===== config.mk =====
export PLATFORM = sky130hd
export DESIGN_NAME = nested_range_counter
export DESIGN_NICKNAME = d
export VERILOG_FILES = /design/src/rtl/counter_pkg.sv /design/src/rtl/range_step_dim.sv /design/src/rtl/nested_range_counter.sv
export SDC_FILE = /design/constraint.sdc
export NUM_CORES = 1
export LEC_CHECK = 0
export ABC_CLOCK_PERIOD_IN_PS = 8500
export BUFFER_PORTS_ARGS = -buffer_cell sky130_fd_sc_hd__buf_2
export CAP_MARGIN = 20
export CORE_ASPECT_RATIO = 1.4
export CORE_MARGIN = 3
export CORE_UTILIZATION = 45
export DETAILED_ROUTE_END_ITERATION = 8
export PLACE_DENSITY = 0.68
export SYNTH_ARGS = -nofsm -noshare
export SYNTH_HDL_FRONTEND = slang
export SYNTH_SLANG_ARGS = --single-unit

===== constraint.sdc =====
create_clock -name clk_i -period 8.5 [get_ports clk_i]
set_input_delay 0.85 -clock clk_i [delete_from_list [all_inputs] [get_ports clk_i]]
set_output_delay 0.85 -clock clk_i [all_outputs]
set_load 0.02 [all_outputs]

===== src/rtl/counter_pkg.sv =====
// Shared types for the nested range counter.
package counter_pkg;

  localparam int unsigned StateW = 2;

  typedef enum logic [StateW-1:0] {
    IDLE = 2'd0,
    RUN  = 2'd1,
    HOLD = 2'd2
  } state_e;

endpackage


===== src/rtl/range_step_dim.sv =====
// One loop dimension: end-of-range compare and next-value select.
module range_step_dim #(
  parameter int unsigned Bits = 8
) (
  input  logic [Bits-1:0] count,
  input  logic [Bits-1:0] start_val,
  input  logic [Bits-1:0] end_val,
  input  logic [Bits-1:0] step,
  output logic            at_end_c,
  output logic [Bits-1:0] next_c
);

  localparam int unsigned SumW = Bits + 1;

  logic [SumW-1:0] sum;
  logic            degenerate;

  // Sum is one bit wider so a step past the top of the range never aliases low.
  always_comb begin
    sum        = SumW'(count) + SumW'(step);
    degenerate = (end_val < start_val);
    at_end_c   = degenerate || (sum > SumW'(end_val));
    next_c     = at_end_c ? start_val : sum[Bits-1:0];
  end

endmodule


===== src/rtl/nested_range_counter.sv =====
// Nested loop counter: Dims dimensions, dimension 0 innermost, with stop or wrap at the final point.
module nested_range_counter #(
  parameter int unsigned Bits = 8,
  parameter int unsigned Dims = 2
) (
  input  logic                      clk_i,
  input  logic                      rst_ni,
  input  logic                      start_i,
  input  logic                      en_i,
  input  logic                      wrap_i,
  input  logic [Dims-1:0][Bits-1:0] start_val_i,
  input  logic [Dims-1:0][Bits-1:0] end_val_i,
  input  logic [Dims-1:0][Bits-1:0] step_i,
  input  logic                      assert_on_i,
  output logic [Dims-1:0][Bits-1:0] count_o,
  output logic                      busy_o,
  output logic                      last_o,
  output logic                      done_o
);

  import counter_pkg::*;

  state_e                    state_q, state_d;
  logic [Dims-1:0][Bits-1:0] cfg_start_q;
  logic [Dims-1:0][Bits-1:0] cfg_end_q;
  logic [Dims-1:0][Bits-1:0] cfg_step_q;
  logic                      cfg_wrap_q;
  logic [Dims-1:0][Bits-1:0] count_q, count_d;
  logic                      done_q, done_d;
  logic                      load_cfg;

  logic [Dims-1:0][Bits-1:0] step_fix;
  logic [Dims-1:0][Bits-1:0] next_val;
  logic [Dims-1:0]           at_end;
  logic [Dims-1:0]           adv;
  logic                      all_end;

  // A zero step would never leave its start value, so it is stored as one.
  always_comb begin
    for (int d = 0; d < Dims; d++) begin
      step_fix[d] = (step_i[d] == '0) ? Bits'(1) : step_i[d];
    end
  end

  // Per-dimension compare and reload logic.
  for (genvar g = 0; g < Dims; g++) begin : g_dim
    range_step_dim #(
      .Bits(Bits)
    ) u_dim (
      .count    (count_q[g]),
      .start_val(cfg_start_q[g]),
      .end_val  (cfg_end_q[g]),
      .step     (cfg_step_q[g]),
      .at_end_c (at_end[g]),
      .next_c   (next_val[g])
    );
  end

  // Carry chain: a dimension advances only when every inner dimension is at its end.
  always_comb begin
    logic carry;
    carry = 1'b1;
    for (int d = 0; d < Dims; d++) begin
      adv[d] = carry;
      carry  = carry & at_end[d];
    end
    all_end = carry;
  end

  // Next-state, next-count and done pulse; start_i overrides any advance.
  always_comb begin
    state_d  = state_q;
    count_d  = count_q;
    done_d   = 1'b0;
    load_cfg = 1'b0;
    if (start_i) begin
      load_cfg = 1'b1;
      count_d  = start_val_i;
      state_d  = RUN;
    end else begin
      case (state_q)
        RUN: begin
          if (en_i) begin
            if (all_end) begin
              done_d = 1'b1;
              if (cfg_wrap_q) begin
                count_d = cfg_start_q;
              end else begin
                state_d = HOLD;
              end
            end else begin
              for (int d = 0; d < Dims; d++) begin
                if (adv[d]) begin
                  count_d[d] = next_val[d];
                end
              end
            end
          end
        end
        HOLD:    state_d = HOLD;
        default: state_d = IDLE;
      endcase
    end
  end

  // State, count and latched configuration registers.
  always_ff @(posedge clk_i or negedge rst_ni) begin
    if (!rst_ni) begin
      state_q     <= IDLE;
      count_q     <= '0;
      done_q      <= 1'b0;
      cfg_start_q <= '0;
      cfg_end_q   <= '0;
      cfg_step_q  <= '0;
      cfg_wrap_q  <= 1'b0;
    end else begin
      state_q <= state_d;
      count_q <= count_d;
      done_q  <= done_d;
      if (load_cfg) begin
        cfg_start_q <= start_val_i;
        cfg_end_q   <= end_val_i;
        cfg_step_q  <= step_fix;
        cfg_wrap_q  <= wrap_i;
      end
    end
  end

  assign count_o = count_q;
  assign done_o  = done_q;
  assign busy_o  = (state_q == RUN);
  assign last_o  = ((state_q == RUN) && all_end) || (state_q == HOLD);

  // A dimension whose end is below its start collapses to its start value; flag it at start.
  for (genvar g = 0; g < Dims; g++) begin : g_chk
    a_cfg_order: assert property (@(posedge clk_i) disable iff (!rst_ni)
      (start_i && assert_on_i) |-> (end_val_i[g] >= start_val_i[g]))
      else $error("nested_range_counter: dimension %0d end below start", g);
  end

endmodule


==> metrics.txt, run 1 <==
# TYPE chip_impl_metric gauge
chip_impl_info{name="outcome",value="complete, no violations"} 1
chip_impl_metric{name="synth.ff_latch_count",unit=""} 68
chip_impl_metric{name="totalWireLength",unit="um"} 10300
chip_impl_metric{name="async_flop_share",unit=""} 1.00
chip_impl_metric{name="netlist.area_leader.share",unit=""} 0.392
chip_impl_metric{name="grt_use_met3",unit=""} 0.0406
chip_impl_metric{name="avgRoutedWirePerCell",unit="um"} 16.5
chip_impl_metric{name="io_pins",unit=""} 73
chip_impl_metric{name="fmaxAchievable",unit="MHz"} 199
chip_impl_metric{name="placeableCoreArea",unit="mm^2"} 0.00918
chip_impl_metric{name="postCtsSetupBuffers",unit=""} 0
chip_impl_metric{name="timing.clock.skew",unit="ns"} 0.00512
chip_impl_metric{name="seq_area",unit="mm^2"} 0.00170
chip_impl_info{name="synth_top_area_cell",value="sky130_fd_sc_hd__dfrtp_1"} 1
chip_impl_metric{name="cts_repair_resize_count",unit=""} 0
chip_impl_info{name="synthFlopType",value="sky130_fd_sc_hd__dfrtp_1"} 1
chip_impl_metric{name="setup_violations",unit=""} 0
chip_impl_metric{name="finish.instance_area",unit="mm^2"} 0.00506
chip_impl_metric{name="global_route.usage.met1",unit=""} 0.223
chip_impl_metric{name="syn-instance-count",unit=""} 446
chip_impl_metric{name="design.final.nets",unit=""} 616
chip_impl_metric{name="place.port_buffers",unit=""} 71
chip_impl_metric{name="cts.hold.buffers_added",unit=""} 0
chip_impl_metric{name="detail_route.iter0.violations",unit=""} 150
chip_impl_metric{name="clockBufferDepth",unit=""} 2
chip_impl_metric{name="final_cell_count_no_fill",unit=""} 624
chip_impl_metric{name="fin_hold_ws",unit="ns"} 0.504
chip_impl_metric{name="critical_path.max_stage_delay",unit="ns"} 0.57
chip_impl_metric{name="critical_path_required",unit="ns"} 7.65
chip_impl_info{name="cp-start-kind",value="flip-flop"} 1
chip_impl_metric{name="clkSinkCount",unit=""} 68
chip_impl_metric{name="power.density",unit="mW/mm^2"} 314
chip_impl_info{name="crit_slowest_cell",value="sky130_fd_sc_hd__a32oi_2"} 1
chip_impl_metric{name="worst_slew_margin_rel",unit=""} 0.346
chip_impl_info{name="crit_family",value="compound AO/OA/AOI/OAI gates"} 1
chip_impl_metric{name="groute.usage.overall",unit=""} 0.200
chip_impl_metric{name="gp_routability_congestion",unit=""} 0.894
chip_impl_metric{name="first_global_vias",unit=""} 3655
chip_impl_metric{name="grt_first_pass_wirelength",unit="um"} 16600
chip_impl_metric{name="ys_seq_area_frac",unit=""} 0.392
chip_impl_metric{name="leakagePower",unit="nW"} 2.48
chip_impl_info{name="path_class",value="reg -> out"} 1
chip_impl_info{name="busiest_layer",value="met2"} 1
chip_impl_metric{name="critical_path_arrival",unit="ns"} 4.19
chip_impl_metric{name="ant_nets",unit=""} 0
chip_impl_metric{name="htreeDepth",unit=""} 3
chip_impl_metric{name="worst_margin_slew",unit="ns"} 0.982
chip_impl_metric{name="avgViaCountPerCell",unit=""} 5.63
chip_impl_info{name="worst_path_cell_chain",value="ha_1, fa_1, a21oi_1, nor2b_1, nor2_1, xnor2_1, ha_1, and4_1, a221o_1, a221o_1, a32oi_2, a22o_1, o21bai_1, buf_2"} 1
chip_impl_metric{name="vdd_ir_drop_max",unit="V"} 0.000164
chip_impl_metric{name="multi_input_comb_area",unit="mm^2"} 0.00236
chip_impl_metric{name="grt.met2_usage",unit=""} 0.365
chip_impl_info{name="synthTopCellsByArea",value="sky130_fd_sc_hd__dfrtp_1 (39%), sky130_fd_sc_hd__ha_1 (14%), sky130_fd_sc_hd__mux2_2 (5.2%)"} 1
chip_impl_metric{name="num_antenna_cells",unit=""} 0
chip_impl_info{name="tritoncts_clock_tree",value="yes"} 1
chip_impl_metric{name="remaining_drc_errors",unit=""} 0
chip_impl_metric{name="layout_min_cycle_time",unit="ns"} 5.04
chip_impl_metric{name="layout.filler_cells",unit=""} 829
chip_impl_metric{name="slew_violations",unit=""} 0
chip_impl_metric{name="die-area",unit="mm^2"} 0.0109
chip_impl_info{name="rsz_0062_raised_after_global_routing",value="false"} 1
chip_impl_info{name="clock-root-buffer",value="sky130_fd_sc_hd__clkbuf_16"} 1
chip_impl_metric{name="numPlacedInstances",unit=""} 608
chip_impl_metric{name="die_w",unit="um"} 89.0
chip_impl_metric{name="synth.net_count",unit=""} 550
chip_impl_metric{name="worstSkewPairLatency",unit="ns"} 0.34
chip_impl_metric{name="post_synth_num_cell_types",unit=""} 57
chip_impl_metric{name="worst-path-buf-inv",unit=""} 1
chip_impl_metric{name="grt_remaining_overflow",unit=""} 0
chip_impl_metric{name="timing.final.hold_violations",unit=""} 0
chip_impl_metric{name="detail_route.first_pass.iterations",unit=""} 4
chip_impl_metric{name="die-height",unit="um"} 122
chip_impl_metric{name="dpl.hpwl",unit="um"} 7610
chip_impl_metric{name="syn_area",unit="mm^2"} 0.00434
chip_impl_metric{name="drive_gt1_frac",unit=""} 0.228
chip_impl_metric{name="area.growth.synth_to_final",unit="%"} 16.7
chip_impl_metric{name="drv.max_cap_violation_count",unit=""} 0
chip_impl_metric{name="antenna_found_initial",unit=""} 0
chip_impl_metric{name="clk_pin_slew_worst_paths",unit="ns"} 0.06
chip_impl_metric{name="ys.warnings.count",unit=""} 0
chip_impl_metric{name="avgSynthCellArea",unit="um^2"} 9.72
chip_impl_metric{name="maximum_number_of_pins_on_one_net_before_global_route_repair",unit=""} 105
chip_impl_metric{name="placementRows",unit=""} 41
chip_impl_info{name="critPathCaptureType",value="primary output"} 1
chip_impl_metric{name="synth_edf_count",unit=""} 0
chip_impl_info{name="min_path_type",value="reg -> reg"} 1
chip_impl_metric{name="critical_path.max_fanout",unit=""} 15
chip_impl_metric{name="place_area",unit="mm^2"} 0.00476
chip_impl_metric{name="initial_core_utilization",unit=""} 0.472
chip_impl_metric{name="timing.setup.tns",unit="ns"} 0
chip_impl_metric{name="cts_made_buffers",unit=""} 9
chip_impl_metric{name="vias",unit=""} 3514
chip_impl_metric{name="post_route_fraction_of_the_period_consumed_by_the_critical_path",unit=""} 0.592
==> per-layer routing <==
layer / up-vias / part of all wire
li1: 1741 / -
met1: 1663 / 0.40
met2: 94 / 0.53
met3: 16 / 0.045
met4: 0 / 0.020
met5: - / 0
==> path summary, 6_finish.rpt <==
path | startpoint | end | slack, ns | cells after the start
setup / recovery | count_o[8] | last_o | 3.46 | 14
hold / removal | cfg_start_q[7] | cfg_start_q[7] | 0.50 | 2
setup reg to reg | count_o[8] | count_o[10] | 3.85 | 14
hold reg to reg | cfg_start_q[7] | cfg_start_q[7] | 0.50 | 2
max in group asynchronous | rst_ni | cfg_start_q[15] | 7.22 | 2
min in group asynchronous | rst_ni | cfg_step_q[1] | 0.71 | 2
==> layout by cell type, fill, tap and decap left out, types with 3 or more instances in the layout <==
| cell | n |
|---|---|
| sky130_fd_sc_hd__a32oi_1 | 5 |
| sky130_fd_sc_hd__nor4_1 | 3 |
| sky130_fd_sc_hd__nor3_1 | 3 |
| sky130_fd_sc_hd__nand3_1 | 3 |
| sky130_fd_sc_hd__clkbuf_16 | 9 |
| sky130_fd_sc_hd__buf_4 | 3 |
| sky130_fd_sc_hd__a211oi_1 | 11 |
| sky130_fd_sc_hd__nand2b_1 | 3 |
| sky130_fd_sc_hd__mux2_2 | 20 |
| sky130_fd_sc_hd__buf_2 | 70 |
| sky130_fd_sc_hd__and3_1 | 6 |
| sky130_fd_sc_hd__xnor2_1 | 8 |
| sky130_fd_sc_hd__o221ai_1 | 10 |
| sky130_fd_sc_hd__o21ai_0 | 38 |
| sky130_fd_sc_hd__nor2_1 | 19 |
| sky130_fd_sc_hd__a31oi_1 | 3 |
| sky130_fd_sc_hd__dfrtp_1 | 68 |
| sky130_fd_sc_hd__nand2_1 | 38 |
| sky130_fd_sc_hd__nor2b_1 | 3 |
| sky130_fd_sc_hd__o21a_1 | 6 |
| sky130_fd_sc_hd__a21oi_1 | 22 |
| sky130_fd_sc_hd__o31ai_1 | 4 |
| sky130_fd_sc_hd__inv_1 | 50 |
| sky130_fd_sc_hd__o22ai_1 | 4 |
| sky130_fd_sc_hd__o21bai_1 | 3 |
| sky130_fd_sc_hd__o211ai_1 | 3 |
| sky130_fd_sc_hd__a21o_1 | 8 |
| sky130_fd_sc_hd__ha_1 | 48 |
==> kinds of logic after synthesis <==
family	after synthesis	share of synthesized area
compound gates	135	0.216
xor+xnor	10	0.0202
fa+ha+maj	50	0.148
buf+inv	69	0.0638
flops	68	0.392
mux	24	0.0635
simple gates	90	0.0969
==> worst register-to-register path: stages (launching register included) <==
cell and delay (ns):
sky130_fd_sc_hd__dfrtp_1 0.39, sky130_fd_sc_hd__ha_1 0.25, sky130_fd_sc_hd__fa_1 0.41, sky130_fd_sc_hd__a21oi_1 0.21, sky130_fd_sc_hd__nor2b_1 0.07, sky130_fd_sc_hd__nor2_1 0.11, sky130_fd_sc_hd__xnor2_1 0.17, sky130_fd_sc_hd__ha_1 0.28
sky130_fd_sc_hd__and4_1 0.17, sky130_fd_sc_hd__a221o_1 0.36, sky130_fd_sc_hd__a221o_1 0.31, sky130_fd_sc_hd__a32oi_2 0.57, sky130_fd_sc_hd__and2_1 0.43, sky130_fd_sc_hd__o21a_1 0.46, sky130_fd_sc_hd__mux2_4 0.34
==> final cells by class <==
type / count / area share
Multi-Input combinational cell: 309 / 0.466
Sequential cell: 68 / 0.336
Timing Repair Buffer: 73 / 0.0737
Clock buffer: 12 / 0.0507
Inverter: 51 / 0.0378
Tap cell: 107 / 0.0264
Clock inverter: 4 / 0.00939
==> power by group <==
group | leakage [nW] | switching [W] | internal (W)
clock | 0.149 | 0.000140 | 0.000242
combinational | 1.51 | 0.000454 | 0.000327
sequential | 0.814 | 0.0000476 | 0.000381
total | 2.48 | 0.000641 | 0.000950
==> Yosys cell counts (8+ instances only) <==
master / number
sky130_fd_sc_hd__mux2_2: 20
sky130_fd_sc_hd__a21o_1: 8
sky130_fd_sc_hd__ha_1: 48
sky130_fd_sc_hd__nor2_1: 19
sky130_fd_sc_hd__o21ai_0: 38
sky130_fd_sc_hd__xnor2_1: 8
sky130_fd_sc_hd__a21oi_1: 22
sky130_fd_sc_hd__o221ai_1: 10
sky130_fd_sc_hd__nand2_1: 38
sky130_fd_sc_hd__inv_1: 50
sky130_fd_sc_hd__dfrtp_1: 68
sky130_fd_sc_hd__clkbuf_1: 9
sky130_fd_sc_hd__a211oi_1: 11
==> sequential cells by signal, summed over array words and instances (netlist names) <==
register     flops
state_q          2
cfg_wrap_q       1
cfg_end_q       16
count_o         16
done_o           1
cfg_start_q     16
cfg_step_q      16
==> stage by stage <==
| step | setup slack, ns | power [W] | util |
|---|---|---|---|
| CTS | 3.46 | 0.00160 | 0.551 |
| detailed placement | 3.81 | 0.00121 | 0.518 |
| global route | 3.28 | 0.00171 | 0.551 |
| floorplan | 4.43 | 0.00101 | - |
| global placement | 3.82 | 0.00118 | 0.518 |
| finish | 3.46 | 0.00159 | 0.551 |
Note: power is estimated with default switching activity, not from simulation.
==> run 2: changes to the inputs <==
--- a/config.mk
+++ b/config.mk
@@ -5,14 +5,15 @@
 export SDC_FILE = /design/constraint.sdc
 export NUM_CORES = 1
 export LEC_CHECK = 0
-export ABC_CLOCK_PERIOD_IN_PS = 8500
+export ABC_AREA = 1
+export ABC_CLOCK_PERIOD_IN_PS = 4490
 export BUFFER_PORTS_ARGS = -buffer_cell sky130_fd_sc_hd__buf_2
 export CAP_MARGIN = 20
 export CORE_ASPECT_RATIO = 1.4
 export CORE_MARGIN = 3
 export CORE_UTILIZATION = 45
 export DETAILED_ROUTE_END_ITERATION = 8
-export PLACE_DENSITY = 0.68
+export PLACE_DENSITY = 0.7
 export SYNTH_ARGS = -nofsm -noshare
 export SYNTH_HDL_FRONTEND = slang
 export SYNTH_SLANG_ARGS = --single-unit
==> constraint.sdc (replaced) <==
create_clock -name clk_i -period 4.49 [get_ports clk_i]
set_input_delay 0.449 -clock clk_i [delete_from_list [all_inputs] [get_ports clk_i]]
set_output_delay 0.449 -clock clk_i [all_outputs]
set_load 0.02 [all_outputs]
==> metrics.txt, run 2 <==
# TYPE chip_impl_metric gauge
chip_impl_metric{name="place_area",unit="mm^2"} 0.00500
chip_impl_metric{name="ant_nets",unit=""} 0
chip_impl_metric{name="vdd_ir_drop_max",unit="V"} 0.000325
chip_impl_metric{name="worst_r2r_path_depth",unit=""} 19
chip_impl_metric{name="totalWireLength",unit="um"} 10700
chip_impl_metric{name="clkSinkCount",unit=""} 68
chip_impl_metric{name="cts.hold.buffers_added",unit=""} 0
chip_impl_metric{name="syn-instance-count",unit=""} 609
chip_impl_info{name="critPathCaptureType",value="primary output"} 1
chip_impl_metric{name="dpl.hpwl",unit="um"} 8340
chip_impl_metric{name="first_global_vias",unit=""} 4157
chip_impl_metric{name="avgSynthCellArea",unit="um^2"} 7.41
chip_impl_info{name="highest_count_cells_in_the_layout_ignoring_fill_and_taps",value="sky130_fd_sc_hd__nand2_1 (240), sky130_fd_sc_hd__inv_1 (87), sky130_fd_sc_hd__buf_2 (71)"} 1
chip_impl_info{name="synth_commonest_cells",value="sky130_fd_sc_hd__nand2_1 (240), sky130_fd_sc_hd__inv_1 (87), sky130_fd_sc_hd__dfrtp_1 (68)"} 1
chip_impl_metric{name="detail_route.iter0.violations",unit=""} 167
chip_impl_metric{name="worstSkewPairLatency",unit="ns"} 0.34
chip_impl_metric{name="ys_seq_area_frac",unit=""} 0.377
chip_impl_metric{name="area.growth.synth_to_final",unit="%"} 16.8
chip_impl_metric{name="internal_power",unit="W"} 0.00169
chip_impl_metric{name="die_w",unit="um"} 90.7
chip_impl_metric{name="power.net_switching",unit="W"} 0.00136
chip_impl_metric{name="ys.warnings.count",unit=""} 0
chip_impl_metric{name="synth_edf_count",unit=""} 0
chip_impl_metric{name="leakagePower",unit="nW"} 3.09
chip_impl_metric{name="netlist.area_leader.share",unit=""} 0.377
chip_impl_metric{name="fmaxAchievable",unit="MHz"} 252
chip_impl_metric{name="grt_use_met3",unit=""} 0.0363
chip_impl_metric{name="grt_first_pass_wirelength",unit="um"} 18300
chip_impl_metric{name="cts_made_buffers",unit=""} 9
chip_impl_metric{name="worst_margin_slew",unit="ns"} 0.698
chip_impl_metric{name="htreeDepth",unit=""} 3
chip_impl_metric{name="clk_pin_slew_worst_paths",unit="ns"} 0.05
chip_impl_metric{name="grt_remaining_overflow",unit=""} 0
chip_impl_info{name="synthTopCellsByArea",value="sky130_fd_sc_hd__dfrtp_1 (38%), sky130_fd_sc_hd__nand2_1 (20%), sky130_fd_sc_hd__ha_1 (13%)"} 1
chip_impl_metric{name="layout_min_cycle_time",unit="ns"} 3.96
chip_impl_metric{name="post_synth_num_cell_types",unit=""} 36
chip_impl_metric{name="postCtsSetupBuffers",unit=""} 0
chip_impl_metric{name="remaining_drc_errors",unit=""} 0
chip_impl_metric{name="power.density",unit="mW/mm^2"} 578
chip_impl_metric{name="switching_share_of_power",unit=""} 0.445
chip_impl_metric{name="place.port_buffers",unit=""} 71
chip_impl_info{name="path_class",value="reg -> out"} 1
chip_impl_metric{name="design.final.nets",unit=""} 785
chip_impl_metric{name="avgRoutedWirePerCell",unit="um"} 13.1
chip_impl_metric{name="share_clk_of_total_power",unit=""} 0.214
chip_impl_metric{name="timing.setup.tns",unit="ns"} 0
chip_impl_metric{name="clockBufferDepth",unit=""} 2
chip_impl_metric{name="detail_route.first_pass.iterations",unit=""} 4
chip_impl_metric{name="timing.clock.skew",unit="ns"} 0.00572
chip_impl_info{name="outcome",value="complete, no violations"} 1
chip_impl_metric{name="die-height",unit="um"} 125
chip_impl_metric{name="synth.net_count",unit=""} 713
chip_impl_metric{name="drv.max_cap_violation_count",unit=""} 0
chip_impl_metric{name="global_route.usage.met1",unit=""} 0.217
chip_impl_metric{name="synth.ff_latch_count",unit=""} 68
chip_impl_metric{name="async_flop_share",unit=""} 1.00
chip_impl_metric{name="critical_path_required",unit="ns"} 4.04
chip_impl_metric{name="antenna_found_initial",unit=""} 0
chip_impl_info{name="synth_top_area_cell",value="sky130_fd_sc_hd__dfrtp_1"} 1
chip_impl_metric{name="drive_gt1_frac",unit=""} 0.146
chip_impl_metric{name="vias",unit=""} 4123
chip_impl_metric{name="avgViaCountPerCell",unit=""} 5.05
chip_impl_info{name="final_common_cell",value="sky130_fd_sc_hd__nand2_1"} 1
chip_impl_metric{name="placeableCoreArea",unit="mm^2"} 0.00962
chip_impl_metric{name="io_pins",unit=""} 73
chip_impl_info{name="min_path_type",value="in -> async"} 1
chip_impl_metric{name="fin_hold_ws",unit="ns"} 0.157
chip_impl_metric{name="part_of_the_power_in_registers",unit=""} 0.269
chip_impl_info{name="clock-root-buffer",value="sky130_fd_sc_hd__clkbuf_16"} 1
chip_impl_metric{name="timing.final.hold_violations",unit=""} 0
chip_impl_metric{name="maximum_number_of_pins_on_one_net_before_global_route_repair",unit=""} 71
chip_impl_metric{name="gp_routability_congestion",unit=""} 0.855
chip_impl_metric{name="slew_violations",unit=""} 0
chip_impl_info{name="tritoncts_clock_tree",value="yes"} 1
chip_impl_metric{name="placementRows",unit=""} 42
chip_impl_metric{name="critical_path.max_fanout",unit=""} 11
chip_impl_metric{name="post_route_fraction_of_the_period_consumed_by_the_critical_path",unit=""} 0.883
chip_impl_metric{name="syn_area",unit="mm^2"} 0.00452
chip_impl_metric{name="worst_slew_margin_rel",unit=""} 0.535
chip_impl_info{name="r2r-start",value="count_o[8]"} 1
chip_impl_info{name="cp-start-kind",value="flip-flop"} 1
chip_impl_metric{name="die-area",unit="mm^2"} 0.0113
chip_impl_info{name="synthFlopType",value="sky130_fd_sc_hd__dfrtp_1"} 1
chip_impl_info{name="busiest_layer",value="met2"} 1
chip_impl_metric{name="initial_core_utilization",unit=""} 0.470
chip_impl_info{name="rsz_0062_raised_after_global_routing",value="false"} 1
chip_impl_metric{name="grt.met2_usage",unit=""} 0.367
chip_impl_metric{name="worst-r2r-setup-slack",unit="ns"} 0.90
chip_impl_metric{name="critical_path_arrival",unit="ns"} 3.51
chip_impl_metric{name="cts_repair_resize_count",unit=""} 0
chip_impl_info{name="rr_endpoint",value="count_o[12]"} 1
chip_impl_metric{name="num_antenna_cells",unit=""} 0
chip_impl_metric{name="finish.instance_area",unit="mm^2"} 0.00528
chip_impl_metric{name="groute.usage.overall",unit=""} 0.197
chip_impl_metric{name="layout.filler_cells",unit=""} 928
chip_impl_metric{name="share_comb_of_total_power",unit=""} 0.517
chip_impl_metric{name="setup_violations",unit=""} 0
chip_impl_info{name="post-synth-top-count-cell",value="sky130_fd_sc_hd__nand2_1"} 1
run 2: cell count changes in the layout (fill, tap and decap cells not counted), moves of 10 or more:
cell / change
sky130_fd_sc_hd__o221ai_1: -10
sky130_fd_sc_hd__mux2_2: -20
sky130_fd_sc_hd__inv_1: +37
sky130_fd_sc_hd__nand4_1: +19
sky130_fd_sc_hd__nand2_1: +202
sky130_fd_sc_hd__nand3_1: +20
sky130_fd_sc_hd__a211oi_1: -11
run 2: power groups by stage:
stage | clock network (W) | registers (W) | logic (W)
2_1_floorplan | 0 | 0.000893 | 0.00110
3_3_place_gp | 0 | 0.000824 | 0.00152
3_5_place_dp | 0 | 0.000827 | 0.00158
4_1_cts | 0.000661 | 0.000817 | 0.00159
5_1_grt | 0.000693 | 0.000831 | 0.00182
6_report | 0.000652 | 0.000819 | 0.00158
run 2: final cells by class:
cell class / count / area, um^2 / share of cell area
multi-input cells: 439 / 2430 / 0.460
flip-flops and latches: 68 / 1700 / 0.323
repair buffers: 74 / 378 / 0.0716
inverters: 89 / 334 / 0.0633
clock buffers: 13 / 260 / 0.0493
well taps: 132 / 165 / 0.0313
clock inverters: 2 / 10.0 / 0.00190
run 2: cell families (layout without fill, tap and decap cells):
| logic type | count (synthesis) | in the layout | share of synthesized area |
|---|---|---|---|
| AND/OR/NAND/NOR | 318 | 318 | 0.302 |
| buffers and inverters | 102 | 178 | 0.0859 |
| flip-flops | 68 | 68 | 0.377 |
| AO/OA/AOI/OAI | 64 | 64 | 0.0798 |
| adder cells (fa/ha/maj) | 50 | 50 | 0.142 |
| XOR/XNOR | 7 | 7 | 0.0136 |
run 2: routing by layer:
layer / vias up / wire (um)
met5: - / 0
met2: 96 / 5690
met3: 26 / 467
li1: 2083 / -
met4: 0 / 311
met1: 1918 / 4260
run 2: stage by stage:
step / std cells / total power [W] / worst slack, ns / utilization
2_1_floorplan: 609 / 0.00200 / 1.10 / -
3_3_place_gp: 802 / 0.00235 / 0.966 / 0.520
3_5_place_dp: 802 / 0.00240 / 0.909 / 0.520
4_1_cts: 817 / 0.00306 / 0.528 / 0.549
5_1_grt: 817 / 0.00334 / 0.223 / 0.549
6_report: 817 / 0.00305 / 0.526 / 0.549
run 2: worst max-delay path, stage by stage (launching register included):
cell	delay, ns
sky130_fd_sc_hd__dfrtp_1	0.40
sky130_fd_sc_hd__ha_1	0.25
sky130_fd_sc_hd__fa_1	0.41
sky130_fd_sc_hd__nand3_1	0.09
sky130_fd_sc_hd__nand2_1	0.10
sky130_fd_sc_hd__nand2_1	0.11
sky130_fd_sc_hd__nand3b_1	0.08
sky130_fd_sc_hd__nand2_1	0.10
sky130_fd_sc_hd__inv_1	0.05
sky130_fd_sc_hd__ha_1	0.29
sky130_fd_sc_hd__a21o_1	0.16
sky130_fd_sc_hd__a21oi_1	0.12
sky130_fd_sc_hd__nand2_1	0.06
sky130_fd_sc_hd__nand2_1	0.25
sky130_fd_sc_hd__nand3_2	0.32
sky130_fd_sc_hd__nand2_1	0.17
sky130_fd_sc_hd__o21bai_1	0.07
sky130_fd_sc_hd__buf_2	0.16
run 2: worst max-delay path by stage:
stage / start / to / slack, ns / cells past startpoint
final: count_o[8] / last_o / 0.53 / 17
after global routing: count_o[8] / last_o / 0.22 / 18
after CTS: count_o[8] / last_o / 0.53 / 17
after detailed placement: count_o[8] / last_o / 0.91 / 17
after global placement: count_o[8] / last_o / 0.97 / 17
after floorplan: count_o[8] / last_o / 1.10 / 18
==> run 3: changes to the inputs <==
--- a/config.mk
+++ b/config.mk
@@ -5,7 +5,6 @@
 export SDC_FILE = /design/constraint.sdc
 export NUM_CORES = 1
 export LEC_CHECK = 0
-export ABC_AREA = 1
 export ABC_CLOCK_PERIOD_IN_PS = 4490
 export BUFFER_PORTS_ARGS = -buffer_cell sky130_fd_sc_hd__buf_2
 export CAP_MARGIN = 20
@@ -13,7 +12,7 @@
 export CORE_MARGIN = 3
 export CORE_UTILIZATION = 45
 export DETAILED_ROUTE_END_ITERATION = 8
-export PLACE_DENSITY = 0.7
+export PLACE_DENSITY = 0.71
 export SYNTH_ARGS = -nofsm -noshare
 export SYNTH_HDL_FRONTEND = slang
 export SYNTH_SLANG_ARGS = --single-unit
==> metrics.txt, run 3 (synthesized netlist as in run 1, its figures left out) <==
# TYPE chip_impl_metric gauge
chip_impl_info{name="outcome",value="complete, no violations"} 1
chip_impl_metric{name="critical_path.max_stage_delay",unit="ns"} 0.42
chip_impl_metric{name="place_area",unit="mm^2"} 0.00479
chip_impl_metric{name="critical_path_required",unit="ns"} 4.04
chip_impl_metric{name="detail_route.first_pass.iterations",unit=""} 4
chip_impl_metric{name="totalWireLength",unit="um"} 10500
chip_impl_metric{name="seq_area",unit="mm^2"} 0.00170
chip_impl_metric{name="multi_input_comb_area",unit="mm^2"} 0.00236
chip_impl_metric{name="ant_nets",unit=""} 0
chip_impl_metric{name="first_global_vias",unit=""} 3814
chip_impl_metric{name="worstSkewPairLatency",unit="ns"} 0.33
chip_impl_metric{name="avgViaCountPerCell",unit=""} 5.66
chip_impl_metric{name="finish.instance_area",unit="mm^2"} 0.00514
chip_impl_info{name="critical_path.startpoint",value="count_o[8]"} 1
chip_impl_metric{name="initial_core_utilization",unit=""} 0.472
chip_impl_metric{name="final_cell_count_no_fill",unit=""} 628
chip_impl_metric{name="worst_margin_slew",unit="ns"} 0.727
chip_impl_metric{name="leakagePower",unit="nW"} 2.52
chip_impl_info{name="path_class",value="reg -> out"} 1
chip_impl_metric{name="design.final.nets",unit=""} 620
chip_impl_metric{name="vias",unit=""} 3556
chip_impl_metric{name="htreeDepth",unit=""} 3
chip_impl_metric{name="worst_slew_margin_rel",unit=""} 0.515
chip_impl_metric{name="placeableCoreArea",unit="mm^2"} 0.00918
chip_impl_metric{name="report.power.total",unit="W"} 0.00317
chip_impl_metric{name="power.density",unit="mW/mm^2"} 616
chip_impl_metric{name="cts.hold.buffers_added",unit=""} 0
chip_impl_metric{name="avgRoutedWirePerCell",unit="um"} 16.7
chip_impl_metric{name="place.port_buffers",unit=""} 71
chip_impl_metric{name="gp_routability_congestion",unit=""} 0.906
chip_impl_info{name="cp-start-kind",value="flip-flop"} 1
chip_impl_metric{name="grt_first_pass_wirelength",unit="um"} 17500
chip_impl_metric{name="postCtsSetupBuffers",unit=""} 0
chip_impl_metric{name="io_pins",unit=""} 73
chip_impl_metric{name="clockBufferDepth",unit=""} 2
chip_impl_metric{name="groute.usage.overall",unit=""} 0.209
chip_impl_metric{name="drv.max_cap_violation_count",unit=""} 0
chip_impl_metric{name="slew_violations",unit=""} 0
chip_impl_metric{name="die-area",unit="mm^2"} 0.0109
chip_impl_metric{name="antenna_found_initial",unit=""} 0
chip_impl_metric{name="grt_remaining_overflow",unit=""} 0
chip_impl_info{name="highest_count_cells_in_the_layout_ignoring_fill_and_taps",value="sky130_fd_sc_hd__buf_2 (70), sky130_fd_sc_hd__dfrtp_1 (68), sky130_fd_sc_hd__inv_1 (50)"} 1
chip_impl_info{name="r2r-start",value="count_o[8]"} 1
chip_impl_metric{name="die-height",unit="um"} 122
chip_impl_metric{name="drive_gt1_frac",unit=""} 0.234
chip_impl_info{name="tritoncts_clock_tree",value="yes"} 1
chip_impl_metric{name="worst-path-buf-inv",unit=""} 1
chip_impl_metric{name="clkSinkCount",unit=""} 68
chip_impl_metric{name="dpl.hpwl",unit="um"} 7990
chip_impl_metric{name="post_route_fraction_of_the_period_consumed_by_the_critical_path",unit=""} 0.953
chip_impl_info{name="worst_path_cell_chain",value="ha_1, fa_1, a21oi_1, nor2b_1, nor2_1, xnor2_1, ha_1, and4_1, a221o_1, a221o_1, a32oi_2, a22o_1, o21bai_1, buf_2"} 1
chip_impl_metric{name="placementRows",unit=""} 41
chip_impl_metric{name="cts_made_buffers",unit=""} 9
chip_impl_metric{name="maximum_number_of_pins_on_one_net_before_global_route_repair",unit=""} 57
chip_impl_info{name="final_common_cell",value="sky130_fd_sc_hd__buf_2"} 1
chip_impl_info{name="crit_slowest_cell",value="sky130_fd_sc_hd__fa_1"} 1
chip_impl_metric{name="timing.setup.tns",unit="ns"} 0
chip_impl_metric{name="post_place_setup_slack",unit="ns"} 0.446
chip_impl_info{name="clock-root-buffer",value="sky130_fd_sc_hd__clkbuf_16"} 1
chip_impl_metric{name="clk_pin_slew_worst_paths",unit="ns"} 0.05
chip_impl_metric{name="vdd_ir_drop_max",unit="V"} 0.000339
chip_impl_metric{name="critical_path_arrival",unit="ns"} 3.83
chip_impl_metric{name="remaining_drc_errors",unit=""} 0
chip_impl_metric{name="detail_route.iter0.violations",unit=""} 161
chip_impl_metric{name="numPlacedInstances",unit=""} 612
chip_impl_metric{name="area.growth.synth_to_final",unit="%"} 18.5
chip_impl_metric{name="fmaxAchievable",unit="MHz"} 234
chip_impl_info{name="critPathCaptureType",value="primary output"} 1
chip_impl_info{name="min_path_type",value="in -> async"} 1
chip_impl_info{name="rsz_0062_raised_after_global_routing",value="false"} 1
chip_impl_info{name="crit_family",value="compound AO/OA/AOI/OAI gates"} 1
chip_impl_metric{name="cts_repair_resize_count",unit=""} 0
chip_impl_metric{name="finalWorstSetupSlack",unit="ns"} 0.211
chip_impl_metric{name="die_w",unit="um"} 89.0
chip_impl_metric{name="num_antenna_cells",unit=""} 0
chip_impl_metric{name="setup_violations",unit=""} 0
chip_impl_metric{name="critical_path.max_fanout",unit=""} 4
chip_impl_metric{name="timing.final.hold_violations",unit=""} 0
chip_impl_metric{name="layout.filler_cells",unit=""} 799
chip_impl_metric{name="timing.clock.skew",unit="ns"} 0.00335
chip_impl_metric{name="layout_min_cycle_time",unit="ns"} 4.28
==> run 3: worst register-to-register path, cell delays in order (launching register included) <==
cell and delay, ns:
sky130_fd_sc_hd__dfrtp_1 0.39, sky130_fd_sc_hd__ha_1 0.25, sky130_fd_sc_hd__fa_1 0.42, sky130_fd_sc_hd__a21oi_1 0.22, sky130_fd_sc_hd__nor2b_1 0.07, sky130_fd_sc_hd__nor2_1 0.11
sky130_fd_sc_hd__xnor2_1 0.16, sky130_fd_sc_hd__ha_1 0.27, sky130_fd_sc_hd__and4_1 0.17, sky130_fd_sc_hd__a221o_1 0.35, sky130_fd_sc_hd__a221o_1 0.31, sky130_fd_sc_hd__a32oi_2 0.27
sky130_fd_sc_hd__and2_1 0.19, sky130_fd_sc_hd__o21a_1 0.40, sky130_fd_sc_hd__mux2_4 0.34
==> run 3: area by class of cell <==
class | count | share of cell area
flip-flops and latches | 68 | 0.331
clock buffers | 12 | 0.0499
inverters | 51 | 0.0372
repair buffers | 77 | 0.0784
well taps | 107 | 0.0260
clock inverters | 4 | 0.0185
multi-input cells | 309 | 0.459
==> run 3: layer usage <==
layer	GRT usage	wire length (um)	up-vias
met3	0.0467	474	25
met2	0.376	5630	100
met4	0.0847	276	0
met1	0.234	4110	1687
li1	-	-	1744
met5	0	0	-
==> run 3: per-stage QoR <==
step,hold slack [ns],utilization
after floorplan,0.153,-
after global routing,0.207,0.560
after detailed placement,0.492,0.521
final,0.171,0.560
after CTS,0.181,0.560
after global placement,0.487,0.521
==> run 3: power by group <==
part | switching, W | internal (W)
clock network | 0.000259 | 0.000572
registers | 0.0000892 | 0.000721
logic | 0.000873 | 0.000653
total | 0.00122 | 0.00195
==> run 3: worst paths after layout <==
path	to	slack (ns)	cells after the start
max	last_o	0.21	14
min	cfg_step_q[1]	0.17	1
max reg2reg	count_o[10]	0.44	14
min reg2reg	cfg_start_q[7]	0.50	2
max in group asynchronous	cfg_step_q[14]	3.35	2
min in group clk_i	cfg_end_q[9]	0.32	3
